<file path="config.mk">
export PLATFORM = sky130hd
export DESIGN_NAME = hadd_pulse_collector
export DESIGN_NICKNAME = d
export VERILOG_FILES = /design/src/rtl/hadd_coll_pkg.sv /design/src/rtl/hadd_coll_fifo.sv /design/src/rtl/hadd_pulse_collector.sv
export SDC_FILE = /design/constraint.sdc
export NUM_CORES = 1
export LEC_CHECK = 0
export ABC_AREA = 1
export ABC_CLOCK_PERIOD_IN_PS = 1920
export BUFFER_PORTS_ARGS = -buffer_cell sky130_fd_sc_hd__buf_2
export CORE_UTILIZATION = 24
export CTS_CLUSTER_DIAMETER = 40
export DETAILED_ROUTE_END_ITERATION = 12
export PLACE_DENSITY_LB_ADDON = 0.12
export SLEW_MARGIN = 20
export SYNTH_ARGS = -nofsm -noshare
export SYNTH_HDL_FRONTEND = slang
export SYNTH_SLANG_ARGS = --single-unit
</file>
<file path="constraint.sdc">
create_clock -name clock -period 1.92 [get_ports clock]
set_clock_uncertainty 0.2 [all_clocks]
set_input_delay 0.096 -clock clock [delete_from_list [all_inputs] [get_ports clock]]
set_output_delay 0.096 -clock clock [all_outputs]
set_load 0.02 [all_outputs]
</file>
<file path="src/rtl/hadd_coll_pkg.sv">
// Shared state, record layout and helpers for hadd_pulse_collector.
// HADD_COLL_TSTAMP_EN widens each record by a 16-bit timestamp field.
package hadd_coll_pkg;

  typedef enum logic [1:0] {
    IDLE   = 2'd0,
    WAIT   = 2'd1,
    OPEN   = 2'd2,
    COMMIT = 2'd3
  } coll_state_t;

  typedef struct packed {
    logic overrun;
    logic multi_carry;
    logic multi_sum;
    logic carry;
    logic sum;
  } coll_rec_t;

  localparam int TS_W   = 16;
  localparam int FLAG_W = 5;

  localparam int IDX_SUM         = 0;
  localparam int IDX_CARRY       = 1;
  localparam int IDX_MULTI_SUM   = 2;
  localparam int IDX_MULTI_CARRY = 3;
  localparam int IDX_OVERRUN     = 4;
  localparam int IDX_TS_LSB      = 5;

`ifdef HADD_COLL_TSTAMP_EN
  localparam int REC_W = FLAG_W + TS_W;
`else
  localparam int REC_W = FLAG_W;
`endif

  function automatic logic [1:0] strobe_count(input logic a, input logic b);
    return {1'b0, a} + {1'b0, b};
  endfunction

endpackage

</file>
<file path="src/rtl/hadd_coll_fifo.sv">
// Synchronous record FIFO with registered head output; reads as zero when empty.
// Pointers carry an extra wrap bit to tell full from empty.
module hadd_coll_fifo #(
  parameter int WIDTH = 5,
  parameter int DEPTH = 4
) (
  input  logic             clock,
  input  logic             reset_n,
  input  logic             push,
  input  logic [WIDTH-1:0] wdata,
  input  logic             pop_req,
  output logic [WIDTH-1:0] rdata,
  output logic             full,
  output logic             empty
);

  localparam int AW = $clog2(DEPTH);

  logic [WIDTH-1:0] mem [DEPTH];
  logic [AW:0]      wr_ptr;
  logic [AW:0]      rd_ptr;
  logic [AW:0]      wr_nxt;
  logic [AW:0]      rd_nxt;
  logic             pop;
  logic             accept;

  assign empty  = (wr_ptr == rd_ptr);
  assign full   = (wr_ptr[AW] != rd_ptr[AW]) && (wr_ptr[AW-1:0] == rd_ptr[AW-1:0]);
  assign pop    = pop_req & ~empty;
  assign accept = push & (~full | pop);
  assign wr_nxt = wr_ptr + (AW+1)'(accept);
  assign rd_nxt = rd_ptr + (AW+1)'(pop);

  always_ff @(posedge clock) begin
    if (accept) mem[wr_ptr[AW-1:0]] <= wdata;
  end

  // Head register tracks the entry at the post-update read pointer, bypassing a same-cycle write.
  always_ff @(posedge clock or negedge reset_n) begin
    if (!reset_n) begin
      wr_ptr <= '0;
      rd_ptr <= '0;
      rdata  <= '0;
    end else begin
      wr_ptr <= wr_nxt;
      rd_ptr <= rd_nxt;
      if (wr_nxt == rd_nxt)
        rdata <= '0;
      else if (accept && (rd_nxt[AW-1:0] == wr_ptr[AW-1:0]))
        rdata <= wdata;
      else
        rdata <= mem[rd_nxt[AW-1:0]];
    end
  end

endmodule

</file>
<file path="src/rtl/hadd_pulse_collector.sv">
// Collects half-adder sum/carry strobes in a window after each clk_pulse into FIFO'd records.
// Define HADD_COLL_TSTAMP_EN to stamp each record with the cycle count of its starting clk_pulse.
//   state  | meaning
//   IDLE   | no event in flight
//   WAIT   | counting down OPEN_DLY after clk_pulse
//   OPEN   | sampling strobes for WIN_LEN cycles
//   COMMIT | push record; restart if an event is pending
module hadd_pulse_collector
  import hadd_coll_pkg::*;
#(
  parameter int OPEN_DLY   = 3,
  parameter int WIN_LEN    = 4,
  parameter int FIFO_DEPTH = 4,
  parameter int CNT_W      = 16
) (
  input  logic             clock,
  input  logic             reset_n,
  input  logic             clk_pulse,
  input  logic             sum_in,
  input  logic             carry_in,
  output logic             out_valid,
  input  logic             out_ready,
  output logic [REC_W-1:0] out_data,
  output logic [CNT_W-1:0] stray_count,
  output logic [CNT_W-1:0] drop_count,
  output logic             busy
);

  localparam int TMR_MAX = (OPEN_DLY > WIN_LEN) ? OPEN_DLY : WIN_LEN;
  localparam int TW      = $clog2(TMR_MAX + 1);
  localparam logic [TW-1:0] TC_OPEN = TW'(OPEN_DLY);
  localparam logic [TW-1:0] TC_WIN  = TW'(WIN_LEN);
  localparam logic [TW-1:0] TC_ONE  = TW'(1);

  function automatic logic [CNT_W-1:0] sat_add(input logic [CNT_W-1:0] a, input logic [1:0] b);
    logic [CNT_W:0] s;
    s = {1'b0, a} + (CNT_W+1)'(b);
    return s[CNT_W] ? '1 : s[CNT_W-1:0];
  endfunction

  logic [1:0]  rst_sync;
  logic        rst_int_n;
  coll_state_t state, state_nxt;
  logic [TW-1:0] tmr, tmr_nxt;
  coll_rec_t   rec, rec_nxt, push_rec;
  logic        pending, pending_nxt;
  logic        push, ev_drop, fifo_drop;
  logic        fifo_full, fifo_empty;
  logic [1:0]  stray_inc, drop_inc;
  logic [REC_W-1:0] fifo_wdata;

  // Reset asserts immediately but releases two clocks later, aligned to the clock.
  always_ff @(posedge clock or negedge reset_n) begin
    if (!reset_n) rst_sync <= 2'b00;
    else          rst_sync <= {rst_sync[0], 1'b1};
  end
  assign rst_int_n = rst_sync[1];

  always_ff @(posedge clock or negedge rst_int_n) begin
    if (!rst_int_n) begin
      state       <= IDLE;
      tmr         <= '0;
      rec         <= '0;
      pending     <= 1'b0;
      stray_count <= '0;
      drop_count  <= '0;
    end else begin
      state       <= state_nxt;
      tmr         <= tmr_nxt;
      rec         <= rec_nxt;
      pending     <= pending_nxt;
      stray_count <= sat_add(stray_count, stray_inc);
      drop_count  <= sat_add(drop_count, drop_inc);
    end
  end

  always_comb begin
    state_nxt   = state;
    tmr_nxt     = tmr;
    rec_nxt     = rec;
    pending_nxt = pending;
    push        = 1'b0;
    ev_drop     = 1'b0;
    push_rec    = '0;
    stray_inc   = (state == OPEN) ? 2'd0 : strobe_count(sum_in, carry_in);

    // A new event while busy marks the current record; only one event may wait behind it.
    if (clk_pulse && (state != IDLE)) begin
      rec_nxt.overrun = 1'b1;
      if (pending) ev_drop = 1'b1;
      else         pending_nxt = 1'b1;
    end

    case (state)
      IDLE: begin
        if (clk_pulse) begin
          state_nxt = WAIT;
          tmr_nxt   = TC_OPEN;
        end
      end
      WAIT: begin
        if (tmr == TC_ONE) begin
          state_nxt = OPEN;
          tmr_nxt   = TC_WIN;
        end else begin
          tmr_nxt = tmr - TC_ONE;
        end
      end
      OPEN: begin
        if (sum_in) begin
          if (rec.sum) rec_nxt.multi_sum = 1'b1;
          else         rec_nxt.sum       = 1'b1;
        end
        if (carry_in) begin
          if (rec.carry) rec_nxt.multi_carry = 1'b1;
          else           rec_nxt.carry       = 1'b1;
        end
        if (tmr == TC_ONE) state_nxt = COMMIT;
        else               tmr_nxt   = tmr - TC_ONE;
      end
      COMMIT: begin
        push     = 1'b1;
        push_rec = rec_nxt;
        rec_nxt  = '0;
        if (pending_nxt) begin
          state_nxt   = WAIT;
          tmr_nxt     = TC_OPEN;
          pending_nxt = 1'b0;
        end else begin
          state_nxt = IDLE;
        end
      end
      default: state_nxt = IDLE;
    endcase
  end

`ifdef HADD_COLL_TSTAMP_EN
  logic [TS_W-1:0] ts_cnt, ts_cur, ts_pend;

  always_ff @(posedge clock or negedge rst_int_n) begin
    if (!rst_int_n) begin
      ts_cnt  <= '0;
      ts_cur  <= '0;
      ts_pend <= '0;
    end else begin
      ts_cnt <= ts_cnt + TS_W'(1);
      if ((state == IDLE) && clk_pulse)
        ts_cur <= ts_cnt;
      else if ((state == COMMIT) && (state_nxt == WAIT))
        ts_cur <= pending ? ts_pend : ts_cnt;
      if (clk_pulse && (state != IDLE) && !pending)
        ts_pend <= ts_cnt;
    end
  end

  assign fifo_wdata = {ts_cur, push_rec};
`else
  assign fifo_wdata = push_rec;
`endif

  assign fifo_drop = push & fifo_full & ~(out_ready & ~fifo_empty);
  assign drop_inc  = {1'b0, ev_drop} + {1'b0, fifo_drop};
  assign out_valid = ~fifo_empty;
  assign busy      = (state != IDLE);

  hadd_coll_fifo #(
    .WIDTH (REC_W),
    .DEPTH (FIFO_DEPTH)
  ) u_fifo (
    .clock   (clock),
    .reset_n (rst_int_n),
    .push    (push),
    .wdata   (fifo_wdata),
    .pop_req (out_ready),
    .rdata   (out_data),
    .full    (fifo_full),
    .empty   (fifo_empty)
  );

endmodule

</file>
==> results.md, run 1 <==
* Crit-path max FO at 7
* Failing checks: negative setup slack
* Post-Synth Simple-Gate Area at 26.67%
* Number of global-route vias before repair at 3,167
* Seq/Total Area, Yosys at 52.49%
* Worst skew pair latency at 0.34 ns
* Setup TNS at -11.49 ns
* Min-Delay Path Class: input port to flop
* Chip Width at 128.1 um
* Detailed router's first-iteration violation count at 112
* Cell area after synthesis at 3814 um^2
* Synthesis Warnings at 0
* Share of flip-flops with an asynchronous set or reset at 73.68%
* RSZ-0062 raised after global routing: true
* Global placer's final weighted congestion at 0.7943
* Yosys reg bits at 76
* Area occupied by registers at 2003 um^2
* Root Buffer: clkbuf_16
* Tmin final at 2.336 ns
* First-pass GRT wire length at 15,840 um
* Synth cell types at 31
* Post-DP HPWL at 6505 um
* Number of synthesized flops with an enable pin at 20
* Initial antenna violation count at 0
* Multiplexer area fraction after synthesis at 0.2953%
* Diodes inserted at 0
* Remaining Overflow, GRT at 0
* Via count at 3,174
* # setup viols final at 39
* IO Port Bufs at 44
* Crit start category: flop
* CP required at 1.95 ns
* Synth Area in Adders at 5.971%
* Drc violations at 0
* Main combinational cell family by area after synthesis: simple AND/OR/NAND/NOR gates
* Share of post-route cells with drive strength above 1 at 41.03%
* Clock sink count at 76
* Compound-cell area share of the yosys netlist at 4.757%
* Pwr Density at 1618 nW/um^2
* Cells after Synth at 436
* CTS Buf Count at 9
* Mapped Avg Cell Area at 8.747 um^2
* Setup ws final at -0.4156 ns
* Final Hold Viols at 0
* CTS tree: built
* Max Fclk at 428.2 MHz
* Final Util at 36.29%
* Post-Synthesis Net Count at 459
* Tightest Pin Transition at 0.8172 ns
* Final wirelength at 9373 um
* Main synth FF type: dfrtp_1
* Post-synth top area share at 36.75%
* Vias per cell at 4.101
* Worst Setup End Kind: flop
* Htree depth at 3
* Worst vdd ir at 0.4970 mV
* Status: finished, violations left
* DIE HEIGHT at 128.1 um
* Synth-to-layout area growth at 46.26%
* Worst Path Arrival at 2.37 ns
* Pin count of the biggest net entering global routing at 55
* Ports at 45
* Pins Over Slew Limit at 0
* Fill cell count at 1,595
* Clk slew on worst S/H paths at 0.06 ns
* XOR/XNOR share of the synthesized area at 3.215%
* CTS max path bufs at 2
* Area taken by multi-input logic gates at 2008 um^2
* Starting Density at 24.81%
* Synth area leader: dfrtp_1
* Synth top area cells: dfrtp_1 37%, edfxtp_1 16%, nand2_1 11%, inv_1 5.6%, ha_1 4.9%
* Core Box Area at 15,370 um^2
* Crit share post-route at 121.6%
* Post-layout nets at 581
* WS Path Type: flop to flop
* ANT nets after route at 0
* # rows at 45
* Die area at 16,400 um^2
* First-pass DRT Iterations at 4
* Leakage at 0.002729 uW
* WL/cell at 12.11 um
* GRT Util Overall at 12.73%
* Rel. slew slack at 45.10%
* Number of max-cap violations at 0
[stage by stage]
| stage | instance area [um^2] | power (uW) | hold slack, ns | setup WS (ns) | std cells |
|---|---|---|---|---|---|
| floorplan | 3965 | 5122 | -0.3996 | -0.4220 | 436 |
| global placement | 4808 | 6706 | -0.3177 | -0.4490 | 736 |
| detailed placement | 4808 | 6727 | -0.3161 | -0.4988 | 736 |
| CTS | 5325 | 8779 | 0.01121 | -0.3851 | 766 |
| global route | 5578 | 9833 | 0.08354 | -0.5215 | 774 |
| finish | 5578 | 9024 | 0.03226 | -0.4156 | 774 |
[cells in the mapped netlist (4+ instances only)]
library cell	count
o21ai_0	23
nor3_1	10
a21oi_1	10
inv_1	57
edfxtp_1	20
or2_2	7
nand3_1	37
nand2_1	114
dfrtp_1	56
nor2_1	41
xor2_1	12
ha_1	15
nand2_2	4
nand4_1	5
[final timing paths]
kind                        startpoint             to  slack [ns]  cells after the start
min                           carry_in         rec[1]        0.03                      4
max                           state[1]  drop_count[6]       -0.42                     14
min in group asynchronous  rst_sync[1]  drop_count[1]        0.07                      1
min reg2reg                rst_sync[1]  drop_count[1]        0.07                      1
max in group asynchronous      reset_n    rst_sync[1]        0.99                      3
max reg2reg                   state[1]  drop_count[6]       -0.42                     14
[sequential cells by signal (all words and copies together), names as in the netlist]
register and count:
u_fifo.rd_ptr 3, u_fifo.mem 20, drop_count 16, pending 1
stray_count 16, rec 5, rst_sync 2, u_fifo.rdata 5
state 2, tmr 3, u_fifo.wr_ptr 3
[cell usage in the layout (no fill, tap or decap), types with 2 or more instances in the layout]
cell type and n:
a21oi_1 10, buf_12 2, buf_2 44, buf_4 58
buf_6 5, clkbuf_16 9, clkinvlp_4 4, dfrtp_1 55
dlygate4sd3_1 4, edfxtp_1 20, fa_2 2, ha_1 6
ha_4 8, inv_1 41, inv_2 13, inv_6 2
nand2_1 90, nand2_2 25, nand2_4 4, nand3_1 22
nand3_2 13, nand3_4 5, nand3b_1 2, nand4_1 5
nand4_4 2, nor2_1 32, nor2_2 6, nor2_4 6
nor3_1 8, nor3_4 2, o21ai_0 14, o21ai_1 6
o21ai_2 4, or2_1 2, or2_2 4, or2_4 3
xnor2_1 2, xor2_1 10, xor2_2 2
[power breakdown]
group / internal (uW) / switching, uW / total, uW
Combinational: 2180 / 2660 / 4840
Sequential: 2230 / 357 / 2590
Clock: 879 / 719 / 1600
[area by class of cell]
type	instances	area share [%]
inverter	58	4.172
multi-input combinational	300	36.00
sequential	76	35.91
clock inverter	7	0.9421
clock buffer	9	4.038
tap	211	4.733
timing repair buffer	113	14.20
[logic make-up after synthesis]
logic type,Yosys count
adders and majority gates,17
muxes,1
and+or+nand+nor,229
other,1
xor gates and xnor gates,14
buffers and inverters,63
AOI/OAI and AO/OA,35
DFF,76
[metal layers]
metal	wire, um	vias to the layer above	global-route usage [%]
met3	417	11	4.549
met1	4273	1478	15.58
met5	0	-	0
met4	176	0	4.637
li1	-	1642	-
met2	4505	43	20.59
[critical path, cell delays in order (launching register included)]
cell and delay, ns:
dfrtp_1 0.40, buf_4 0.17, inv_4 0.06, ha_4 0.15, inv_6 0.03, nand2_4 0.07
nor2_4 0.04, fa_2 0.37, ha_4 0.19, nand3_4 0.11, inv_8 0.05, buf_4 0.13
nand3_2 0.06, xor2_1 0.15, nand2_1 0.06
[what timing repair did]
action	4_1_cts	5_1_grt
pin swaps	24	30
gates resized for setup	31	54
hold buffers	4	0
hold endpoints to repair	5	0
setup endpoints to repair	39	63
cloned	3	0
setup buffers	7	9
No activity file was read; power rests on OpenSTA's default activity.
==> run 2, diff against run 1 <==
--- a/config.mk
+++ b/config.mk
@@ -8,10 +8,11 @@
 export ABC_AREA = 1
 export ABC_CLOCK_PERIOD_IN_PS = 1920
 export BUFFER_PORTS_ARGS = -buffer_cell sky130_fd_sc_hd__buf_2
-export CORE_UTILIZATION = 24
+export CORE_UTILIZATION = 50
 export CTS_CLUSTER_DIAMETER = 40
 export DETAILED_ROUTE_END_ITERATION = 12
 export PLACE_DENSITY_LB_ADDON = 0.12
+export SETUP_SLACK_MARGIN = 0.02
 export SLEW_MARGIN = 20
 export SYNTH_ARGS = -nofsm -noshare
 export SYNTH_HDL_FRONTEND = slang
==> run 2 against run 1 <==
The run ends with negative hold slack, negative setup slack left. Wire length is 6.7% lower. Core utilization is 37 points higher. Worst hold slack worse by 0.043 ns. Non-clock buffer count is 9 lower. Critical path depth is 1 lower. Cell area is 4.2% lower. Via count is 1.6% higher. Highest routed layer unchanged.
==> results.md, run 2 (same netlist as run 1, synthesis figures left out) <==
* Status: finished, violations left (unchanged)
* Failing checks: negative hold slack, negative setup slack (was negative setup slack)
* Worst Setup End Kind: flop (unchanged)
* Worst reg2reg path depth at 13 (was 14)
* DIE HEIGHT at 89.34 um (was 128.1 um)
* Clock sink count at 76 (unchanged)
* Global placer's final weighted congestion at 0.8374 (was 0.7943)
* RSZ-0062 raised after global routing: true (unchanged)
* Pwr Density at 1629 nW/um^2 (was 1618 nW/um^2)
* WL/cell at 13.40 um (was 12.11 um)
* Share of post-route cells with drive strength above 1 at 39.89% (was 41.03%)
* Crit share post-route at 120.2% (was 121.6%)
* R2r setup slk at -0.39 ns (was -0.42 ns)
* Final Hold Viols at 14 (was 0)
* First-pass DRT Iterations at 4 (unchanged)
* Crit-path max FO at 5 (was 7)
* CP Launch Point: u_fifo.wr_ptr[1] (was state[1])
* # rows at 31 (was 45)
* Initial antenna violation count at 0 (unchanged)
* CTS tree: built (unchanged)
* # setup viols final at 37 (was 39)
* IO Port Bufs at 44 (unchanged)
* Remaining Overflow, GRT at 0 (unchanged)
* First-pass GRT wire length at 14,000 um (was 15,840 um)
* Worst R2R Start: u_fifo.wr_ptr[1] (was state[1])
* Core Box Area at 7331 um^2 (was 15,370 um^2)
* Number of max-cap violations at 0 (unchanged)
* Pins Over Slew Limit at 0 (unchanged)
* Ports at 45 (unchanged)
* Die area at 7981 um^2 (was 16,400 um^2)
* Clk slew on worst S/H paths at 0.08 ns (was 0.06 ns)
* Vias per cell at 4.937 (was 4.101)
* Chip Width at 89.34 um (was 128.1 um)
* Worst vdd ir at 1.020 mV (was 0.4970 mV)
* Post-layout nets at 572 (was 581)
* Rel. slew slack at 47.95% (was 45.10%)
* Final Util at 72.91% (was 36.29%)
* Final wirelength at 8747 um (was 9373 um)
* Tmin final at 2.307 ns (was 2.336 ns)
* Largest register FFs at 20 (unchanged)
* Max Fclk at 433.4 MHz (was 428.2 MHz)
* Pin count of the biggest net entering global routing at 41 (was 55)
* Crit start category: flop (unchanged)
* Tightest Pin Transition at 0.7748 ns (was 0.8172 ns)
* Synth-to-layout area growth at 40.16% (was 46.26%)
* CTS max path bufs at 2 (unchanged)
* Crit path to: u_fifo.rdata[1] (was drop_count[6])
* Diodes inserted at 0 (unchanged)
* Root Buffer: clkbuf_8 (was clkbuf_16)
* Reg-to-reg endpoint: u_fifo.rdata[1] (was drop_count[6])
* CP required at 1.94 ns (was 1.95 ns)
* CTS Buf Count at 9 (unchanged)
* ANT nets after route at 0 (unchanged)
* Setup ws final at -0.3873 ns (was -0.4156 ns)
* Most frequent cells in the layout: 94 x nand2_1, 54 x dfrtp_1, 49 x buf_4 (was 90 x nand2_1, 58 x buf_4, 55 x dfrtp_1)
* Worst hold slack at -0.01117 ns (was 0.03226 ns)
* Htree depth at 3 (unchanged)
* Number of global-route vias before repair at 3,073 (was 3,167)
* Via count at 3,224 (was 3,174)
* GRT Util Overall at 23.26% (was 12.73%)
* Drc violations at 0 (unchanged)
* WS Path Type: flop to flop (unchanged)
* Post-DP HPWL at 5806 um (was 6505 um)
* Worst Path Arrival at 2.33 ns (was 2.37 ns)
* Commonest non-fill, non-tap cell in the layout: nand2_1 (unchanged)
* Leakage at 0.002702 uW (was 0.002729 uW)
* Worst skew pair latency at 0.33 ns (was 0.34 ns)
* Detailed router's first-iteration violation count at 134 (was 112)
* Min-Delay Path Class: flop to async pin (was input port to flop)
* Starting Density at 52.02% (was 24.81%)
[run 2: changes by cell type in the layout (fill, tap and decap cells not counted), moves of 3 or more]
cell | previous run | this run
clkbuf_16 | 9 | 0
nand2_2 | 25 | 21
clkbuf_8 | 0 | 10
buf_4 | 58 | 49
nand2_1 | 90 | 94
o21ai_0 | 14 | 11
clkinvlp_4 | 4 | 0
[run 2: worst min-delay path by stage]
stage                  end  cells after the start
2_1_floorplan  rst_sync[0]                      0
3_3_place_gp   rst_sync[0]                      1
3_5_place_dp   rst_sync[0]                      1
4_1_cts             tmr[0]                      0
5_1_grt             tmr[0]                      0
6_report            tmr[0]                      0
[run 2: area by class of cell]
type                       instances  area (um^2)
clock buffer                      12        145.1
clock inverter                     4        73.82
fill                             540         1986
inverter                          58        235.2
multi-input combinational        300         2047
sequential                        76         2004
tap                               99        123.9
timing repair buffer             104        715.7
[run 2: layer usage]
metal	vias up	GRT usage, %	wire (um)
li1	1629	-	-
met4	0	8.369	96
met3	10	4.247	335
met5	-	0	0
met2	70	39.69	4565
met1	1515	29.70	3749
[run 2: power by group]
part | internal (uW) | switching (uW)
Clock | 770 | 571
Combinational | 2060 | 2690
Sequential | 2230 | 374
[run 2: what timing repair did]
item | 4_1_cts | 5_1_grt
endpoints found under the setup margin | 40 | 62
cloned | 3 | 0
hold buffers | 3 | 1
hold endpoints to repair | 4 | 1
pin swaps | 22 | 31
buffers inserted | 5 | 4
gates resized for setup | 35 | 60
[run 2: critical path, cell delays in order, from the launching register on]
cell and delay (ns):
dfrtp_2 0.45, nand2_1 0.08, nand2_1 0.06, nor2_2 0.13, nand2_2 0.08, nand2_2 0.07
inv_2 0.04, ha_4 0.15, ha_4 0.25, xor2_4 0.17, nor2_4 0.18, nand3_4 0.13
nor2_1 0.15, nor2_2 0.06
[run 2: stage by stage]
stage / cell area, um^2 / total power, uW / instances / TNS, ns / setup WS [ns]
floorplan: 3965 / 5122 / 436 / -13.68 / -0.4220
global placement: 4633 / 6446 / 621 / -13.26 / -0.4640
detailed placement: 4633 / 6576 / 621 / -14.79 / -0.5040
CTS: 5081 / 8264 / 648 / -12.71 / -0.3876
global route: 5345 / 9402 / 653 / -16.67 / -0.5037
finish: 5345 / 8705 / 653 / -12.61 / -0.3873
